--- config.mk ---
export PLATFORM = sky130hd
export DESIGN_NAME = bus_datapath_gen_flat
export DESIGN_NICKNAME = d
export VERILOG_FILES = /design/src/rtl/bus_datapath_gen_if.sv /design/src/rtl/bus_datapath_gen.sv /design/src/flat_wrapper.sv
export SDC_FILE = /design/constraint.sdc
export NUM_CORES = 2
export LEC_CHECK = 0
export CORE_AREA = 3 3 267 269
export DETAILED_ROUTE_END_ITERATION = 7
export DIE_AREA = 0 0 270 272
export PLACE_DENSITY = 0.69
export RECOVER_POWER = 50
export SYNTH_ARGS = -nofsm -noshare
export SYNTH_HDL_FRONTEND = slang
export SYNTH_SLANG_ARGS = --single-unit
--- constraint.sdc ---
create_clock -name clk -period 28.8 [get_ports clk]
set_input_delay 7.2 -clock clk [delete_from_list [all_inputs] [get_ports clk]]
set_output_delay 7.2 -clock clk [all_outputs]
set_load 0.1 [all_outputs]
--- src/rtl/bus_datapath_gen_if.sv ---
// -----------------------------------------------------------------------------
// bus_datapath_gen_if
//
// Purpose: bundles the control-step and memory-side signals of the parametrised
// single-bus datapath. The control sequencer and memory interface drive it as
// master. The datapath core consumes it as slave.
//
// Parameters:
//   WIDTH  data / bus width in bits
//   NREGS  number of general registers
//
// Signals (direction as seen from the slave / datapath):
//   Mdatain     in   WIDTH        memory read data
//   MemReady    in   1            memory data valid
//   Read        in   1            with MDRin: select memory as MDR source
//   MDRin       in   1            MDR load enable
//   MDRout      in   1            MDR drives bus
//   Rin         in   NREGS        per-register load enable, from bus
//   Rout        in   NREGS        per-register bus drive enable
//   ExtIn       in   WIDTH        external bus value
//   ExtOut      in   1            ExtIn drives bus
//   BusMuxOut   out  WIDTH        current bus value (combinational)
//   RegView     out  NREGS*WIDTH  all registers, R0 in the low WIDTH bits
//   MDRq        out  WIDTH        MDR contents
//   MemBusy     out  1            memory read in progress
//   Done        out  1            one-cycle pulse, MDR loaded from memory
//   MemErr      out  1            sticky, memory read timed out
//   BusConflict out  1            sticky, more than one bus driver at an edge
// -----------------------------------------------------------------------------
interface bus_datapath_gen_if #(
    parameter int WIDTH = 32,
    parameter int NREGS = 16
);
    logic [WIDTH-1:0]       Mdatain;
    logic                   MemReady;
    logic                   Read;
    logic                   MDRin;
    logic                   MDRout;
    logic [NREGS-1:0]       Rin;
    logic [NREGS-1:0]       Rout;
    logic [WIDTH-1:0]       ExtIn;
    logic                   ExtOut;

    logic [WIDTH-1:0]       BusMuxOut;
    logic [NREGS*WIDTH-1:0] RegView;
    logic [WIDTH-1:0]       MDRq;
    logic                   MemBusy;
    logic                   Done;
    logic                   MemErr;
    logic                   BusConflict;

    // Sequencer / memory side
    modport master (
        output Mdatain, MemReady, Read, MDRin, MDRout, Rin, Rout, ExtIn, ExtOut,
        input  BusMuxOut, RegView, MDRq, MemBusy, Done, MemErr, BusConflict
    );

    // Datapath side
    modport slave (
        input  Mdatain, MemReady, Read, MDRin, MDRout, Rin, Rout, ExtIn, ExtOut,
        output BusMuxOut, RegView, MDRq, MemBusy, Done, MemErr, BusConflict
    );
endinterface

--- src/rtl/bus_datapath_gen.sv ---
// -----------------------------------------------------------------------------
// bus_datapath_gen
//
// Purpose: parametrised single-bus datapath core. NREGS general registers and
// a memory data register (MDR) share one bus built by a priority multiplexer
// (Rout[0] highest, then higher Rout indices, then MDRout, then ExtOut).
// The MDR loads either from the bus in one edge or from memory through a
// two-state wait-state read handshake with a timeout abort.
//
// Parameters:
//   WIDTH    data / bus width in bits
//   NREGS    number of general registers (2..32)
//   TIMEOUT  maximum WAIT-state edges before a memory read aborts (>=1)
//
// Ports:
//   clk   in  rising-edge clock
//   rst   in  asynchronous, active-high clear
//   bus   bus_datapath_gen_if.slave, all control, data and status signals
// -----------------------------------------------------------------------------
module bus_datapath_gen #(
    parameter int WIDTH   = 32,
    parameter int NREGS   = 16,
    parameter int TIMEOUT = 15
) (
    input  logic                clk,
    input  logic                rst,
    bus_datapath_gen_if.slave   bus
);

    localparam int             CNT_W    = (TIMEOUT > 1) ? $clog2(TIMEOUT) : 1;
    localparam logic [CNT_W-1:0] CNT_LAST = CNT_W'(TIMEOUT - 1);
    localparam int             DRV_W    = NREGS + 2;

    typedef enum logic {
        S_IDLE = 1'b0,
        S_WAIT = 1'b1
    } state_t;

    logic [WIDTH-1:0] reg_q [NREGS];
    logic [WIDTH-1:0] reg_d [NREGS];
    logic [WIDTH-1:0] mdr_q, mdr_d;
    state_t           state_q, state_d;
    logic [CNT_W-1:0] cnt_q, cnt_d;
    logic             done_q, done_d;
    logic             err_q, err_d;
    logic             conf_q, conf_d;

    logic [WIDTH-1:0] bus_val;
    logic [DRV_W-1:0] drv;
    logic             multi_drv;

    // All bus drive enables, register enables in the low bits.
    assign drv = {bus.ExtOut, bus.MDRout, bus.Rout};

    // x & (x-1) clears the lowest set bit, so anything left means two or more drivers.
    assign multi_drv = |(drv & (drv - DRV_W'(1)));

    // Bus multiplexer: sources are applied from lowest to highest priority so
    // the last assignment that fires (the lowest enabled index) wins.
    always_comb begin
        bus_val = '0;
        if (bus.ExtOut) begin
            bus_val = bus.ExtIn;
        end
        if (bus.MDRout) begin
            bus_val = mdr_q;
        end
        for (int i = NREGS - 1; i >= 0; i--) begin
            if (bus.Rout[i]) begin
                bus_val = reg_q[i];
            end
        end
    end

    // General registers: each one independently captures the bus when its Rin bit is set.
    always_comb begin
        for (int i = 0; i < NREGS; i++) begin
            reg_d[i] = bus.Rin[i] ? bus_val : reg_q[i];
        end
    end

    // Memory-read FSM and MDR source selection. While a read is pending the
    // MDR ignores MDRin entirely. The counter tracks WAIT edges without
    // MemReady, and the edge that finds it at TIMEOUT-1 aborts the read.
    always_comb begin
        state_d = state_q;
        cnt_d   = cnt_q;
        mdr_d   = mdr_q;
        done_d  = 1'b0;
        err_d   = err_q;
        conf_d  = conf_q | multi_drv;

        case (state_q)
            S_IDLE: begin
                if (bus.MDRin) begin
                    if (bus.Read) begin
                        state_d = S_WAIT;
                        cnt_d   = '0;
                    end else begin
                        mdr_d = bus_val;
                    end
                end
            end
            S_WAIT: begin
                if (bus.MemReady) begin
                    mdr_d   = bus.Mdatain;
                    done_d  = 1'b1;
                    state_d = S_IDLE;
                end else if (cnt_q == CNT_LAST) begin
                    err_d   = 1'b1;
                    state_d = S_IDLE;
                end else begin
                    cnt_d = cnt_q + CNT_W'(1);
                end
            end
            default: begin
                state_d = S_IDLE;
            end
        endcase
    end

    // Register bank flops.
    always_ff @(posedge clk or posedge rst) begin
        if (rst) begin
            for (int i = 0; i < NREGS; i++) begin
                reg_q[i] <= '0;
            end
        end else begin
            for (int i = 0; i < NREGS; i++) begin
                reg_q[i] <= reg_d[i];
            end
        end
    end

    // MDR, FSM state and status flops.
    always_ff @(posedge clk or posedge rst) begin
        if (rst) begin
            mdr_q   <= '0;
            state_q <= S_IDLE;
            cnt_q   <= '0;
            done_q  <= 1'b0;
            err_q   <= 1'b0;
            conf_q  <= 1'b0;
        end else begin
            mdr_q   <= mdr_d;
            state_q <= state_d;
            cnt_q   <= cnt_d;
            done_q  <= done_d;
            err_q   <= err_d;
            conf_q  <= conf_d;
        end
    end

    // Flattened register view, R0 in the least significant slice.
    for (genvar g = 0; g < NREGS; g++) begin : g_view
        assign bus.RegView[g*WIDTH +: WIDTH] = reg_q[g];
    end

    assign bus.BusMuxOut   = bus_val;
    assign bus.MDRq        = mdr_q;
    assign bus.MemBusy     = (state_q == S_WAIT);
    assign bus.Done        = done_q;
    assign bus.MemErr      = err_q;
    assign bus.BusConflict = conf_q;

endmodule

--- src/flat_wrapper.sv ---
// flat-port wrapper written by rule: the top's interface ports become plain ports
module bus_datapath_gen_flat 
#(
    parameter int WIDTH   = 32,
    parameter int NREGS   = 16,
    parameter int TIMEOUT = 15
)
  (clk, rst, bus_Mdatain, bus_MemReady, bus_Read, bus_MDRin, bus_MDRout, bus_Rin, bus_Rout, bus_ExtIn, bus_ExtOut, bus_BusMuxOut, bus_RegView, bus_MDRq, bus_MemBusy, bus_Done, bus_MemErr, bus_BusConflict);
  bus_datapath_gen_if #(.WIDTH(WIDTH), .NREGS(NREGS)) bus_i ();
  input  logic clk;
  input  logic rst;
  input wire logic [$bits(bus_i.Mdatain)-1:0] bus_Mdatain;
  input wire logic [$bits(bus_i.MemReady)-1:0] bus_MemReady;
  input wire logic [$bits(bus_i.Read)-1:0] bus_Read;
  input wire logic [$bits(bus_i.MDRin)-1:0] bus_MDRin;
  input wire logic [$bits(bus_i.MDRout)-1:0] bus_MDRout;
  input wire logic [$bits(bus_i.Rin)-1:0] bus_Rin;
  input wire logic [$bits(bus_i.Rout)-1:0] bus_Rout;
  input wire logic [$bits(bus_i.ExtIn)-1:0] bus_ExtIn;
  input wire logic [$bits(bus_i.ExtOut)-1:0] bus_ExtOut;
  output wire logic [$bits(bus_i.BusMuxOut)-1:0] bus_BusMuxOut;
  output wire logic [$bits(bus_i.RegView)-1:0] bus_RegView;
  output wire logic [$bits(bus_i.MDRq)-1:0] bus_MDRq;
  output wire logic [$bits(bus_i.MemBusy)-1:0] bus_MemBusy;
  output wire logic [$bits(bus_i.Done)-1:0] bus_Done;
  output wire logic [$bits(bus_i.MemErr)-1:0] bus_MemErr;
  output wire logic [$bits(bus_i.BusConflict)-1:0] bus_BusConflict;
  assign bus_i.Mdatain = bus_Mdatain;
  assign bus_i.MemReady = bus_MemReady;
  assign bus_i.Read = bus_Read;
  assign bus_i.MDRin = bus_MDRin;
  assign bus_i.MDRout = bus_MDRout;
  assign bus_i.Rin = bus_Rin;
  assign bus_i.Rout = bus_Rout;
  assign bus_i.ExtIn = bus_ExtIn;
  assign bus_i.ExtOut = bus_ExtOut;
  assign bus_BusMuxOut = bus_i.BusMuxOut;
  assign bus_RegView = bus_i.RegView;
  assign bus_MDRq = bus_i.MDRq;
  assign bus_MemBusy = bus_i.MemBusy;
  assign bus_Done = bus_i.Done;
  assign bus_MemErr = bus_i.MemErr;
  assign bus_BusConflict = bus_i.BusConflict;
  bus_datapath_gen #(.WIDTH(WIDTH), .NREGS(NREGS), .TIMEOUT(TIMEOUT)) u_core (.clk(clk), .rst(rst), .bus(bus_i));
endmodule
==> results.sh <==
export IMPL_pre_cts_ws_ns=10.16
export IMPL_maxSlewHeadroom_pct=-451.1
export IMPL_setup_viol=0
export IMPL_grt_pass1_vias=27970
export IMPL_ff_latch_area_sq_um=13820
export IMPL_synthArstFlopShare_pct=100.0
export IMPL_clk_root_buffer_cell="clkbuf_16"
export IMPL_cts_sinks=552
export IMPL_track_usage_pct=36.61
export IMPL_clkLatencyLatePin_ns=0.65
export IMPL_io_pins=683
export IMPL_outcome="finished, violations left"
export IMPL_ys_ff_latch=552
export IMPL_clk_pin_slew_ns=0.06
export IMPL_wire_per_inst_um=29.06
export IMPL_crit_path_max_fanout=18
export IMPL_ys_flop_type="dfrtp_1"
export IMPL_worst_endpoint_arrival_ns=13.09
export IMPL_cts_tree="built"
export IMPL_viasPerCell=6.194
export IMPL_initialDrtViolationCount=3686
export IMPL_worst_setup_path_start_kind="input port"
export IMPL_wirelength_um=139500
export IMPL_p_per_area_nw_per_um2=103.6
export IMPL_die_y_um=272
export IMPL_syn_cell_area_sq_um=29180
export IMPL_drv_cap=13
export IMPL_finalSetupTns_ns=0
export IMPL_fin_crit_sh_pct=70.45
export IMPL_synth_most_common_cell="dfrtp_1"
export IMPL_synth_common_cells="552 x dfrtp_1, 546 x nand2_1, 484 x inv_1, 481 x o22ai_1, 226 x clkbuf_1"
export IMPL_tightest_slew_ns=8.266
export IMPL_hpwl_um=87120
export IMPL_netlist_instances=3340
export IMPL_die_w_um=270
export IMPL_synth_area_leaders="dfrtp_1 47%, o22ai_1 10%, nand2_1 7.0%"
export IMPL_vias=29730
export IMPL_cp_end_kind="output pin"
export IMPL_cts_buffers=61
export IMPL_fp_row_count=96
export IMPL_ir_drop_uv=74.33
export IMPL_grt_max_degree=161
export IMPL_drive_above_1_share_pct=7.215
export IMPL_yosys_area_top_type="dfrtp_1"
export IMPL_leakage_nw=17.11
export IMPL_min_period_ns=20.29
export IMPL_core_area_sq_um=68830
export IMPL_initial_core_util_pct=42.40
export IMPL_cts_hold_buf=0
export IMPL_final_hold_viol_count=0
export IMPL_area_growth_pct=29.63
export IMPL_rsz0062_at_grt="no"
export IMPL_place_congestion=0.9038
export IMPL_antenna_left=0
export IMPL_synth_top_area_share_pct=47.34
export IMPL_ys_warn_count=0
export IMPL_htreeDepth=2
export IMPL_grt_overflow=0
export IMPL_drc=0
export IMPL_dieArea_sq_um=73440
export IMPL_max_freq_ghz=0.04929
export IMPL_yosysUniqueCellTypes=54
export IMPL_synth_nets=3445
export IMPL_nets=3924
export IMPL_cp_required_ns=21.60
export IMPL_critical_path_class="input port to output pin"
export IMPL_setup_slack_ns=8.512
export IMPL_clockBufferDepth=3
export IMPL_grt_pass1_wl_um=200000
export IMPL_finClkSkew_ns=0.02468
export IMPL_cts_resized=0
export IMPL_power_total_mw=3.918
export IMPL_postCtsSetupRepairBufs=0
export IMPL_hp_class="flip-flop to flip-flop"
export IMPL_grt_antenna_before_repair=2
export IMPL_synth_edf_count=0
export IMPL_drv_slew=486
export IMPL_first_pass_iters=8
export IMPL_fillerInstances=6132
export IMPL_io_buffer_count=682
export IMPL_violations="capacitance limit, slew limit"
export IMPL_syn_area_per_cell_sq_um=8.736
export IMPL_multi_input_comb_area_sq_um=11950
export IMPL_yosysSeqAreaShare_pct=47.34
layout make-up:
cell class | instances | area share [%]
diodes | 2 | 0.01323
clock buffers | 95 | 4.770
clock inverters | 16 | 0.4862
inverters | 485 | 4.816
multi-input cells | 1983 | 31.60
flip-flops and latches | 552 | 36.53
well taps | 931 | 3.080
repair buffers | 736 | 18.71
registers in the layout (all words and copies together), names as in the netlist:
name	count
u_core.bus.BusConflict	1
u_core.bus.Done	1
u_core.bus.MDRq	32
u_core.bus.MemBusy	1
u_core.bus.MemErr	1
u_core.bus.RegView	512
u_core.cnt_q	4
logic make-up (layout without fill, tap and decap cells):
group / count (synthesis) / after routing / share of synthesized area, %
AOI/OAI and AO/OA: 1071 / 1071 / 26.77
and+or+nand+nor: 908 / 908 / 14.41
buffers and inverters: 805 / 1332 / 11.34
DFF: 552 / 552 / 47.34
adders and majority gates: 2 / 2 / 0.08575
xor gates and xnor gates: 2 / 2 / 0.06004
other: 0 / 2 / 0
where the power goes:
part | internal, mW | switching (mW) | leakage (nW) | total, mW
Sequential | 0.927 | 0.177 | 6.71 | 1.10
Combinational | 0.394 | 1.63 | 9.43 | 2.02
Clock | 0.455 | 0.340 | 0.978 | 0.794
worst max-delay path: stages:
cell and delay [ns]:
dlygate4sd3_1 0.81, nor2b_1 2.11, a221oi_1 0.38, o211ai_1 0.28, o211ai_1 0.66, nor2_1 0.43, clkdlybuf4s50_1 1.19
through the flow:
stage	area (sq um)	util, %	cells	hold WS, ns
2_1_floorplan	29180	-	3340	0.5054
3_3_place_gp	36010	52.33	4687	0.4744
3_5_place_dp	36010	52.33	4687	0.4618
4_1_cts	38000	55.22	4798	0.4917
5_1_grt	37820	54.95	4798	0.5110
6_report	37830	54.96	4800	0.4851
per-layer routing:
metal	global-route usage [%]	routed length [um]	up-vias
met2	55.27	60570	2126
met5	0	13	-
li1	-	-	12720
met3	8.333	16100	479
met4	21.51	9665	2
met1	48.35	53120	14400
path summary, 6_finish.rpt:
| check | start | end | slack (ns) | depth (start not counted) |
|---|---|---|---|---|
| max | bus_Rout[2] | bus_BusMuxOut[28] | 8.51 | 7 |
| min reg2reg | u_core.bus.MemErr | u_core.bus.MemErr | 0.49 | 1 |
| max in group asynchronous | rst | u_core.bus.RegView[296] | 10.44 | 3 |
| max reg2reg | u_core.bus.MemBusy | u_core.bus.MDRq[11] | 25.62 | 7 |
| min in group asynchronous | rst | u_core.bus.RegView[468] | 8.73 | 2 |
| min | u_core.bus.MemErr | u_core.bus.MemErr | 0.49 | 1 |
cell usage in the layout, fill, tap and decap left out, drive strengths merged, types with 2 or more instances in the layout:
cell type,instances
o22ai,481
nand2b,67
bufinv,3
clkbuf,100
nand3b,33
or4,4
nor4,5
and2b,3
clkinv,11
ha,2
nand3,3
buf,84
nor3,2
inv,485
and3,32
clkinvlp,2
o211ai,64
a21oi,161
nand4,66
dfrtp,552
a221oi,128
dlygate4sd3,360
clkdlybuf4s50,287
o2111ai,31
nor2,73
diode,2
o21ai,102
xor2,2
o221a,31
and3b,2
nand2,546
o41ai,32
nor2b,68
o21a,32
(Power assumes the default switching activity.)
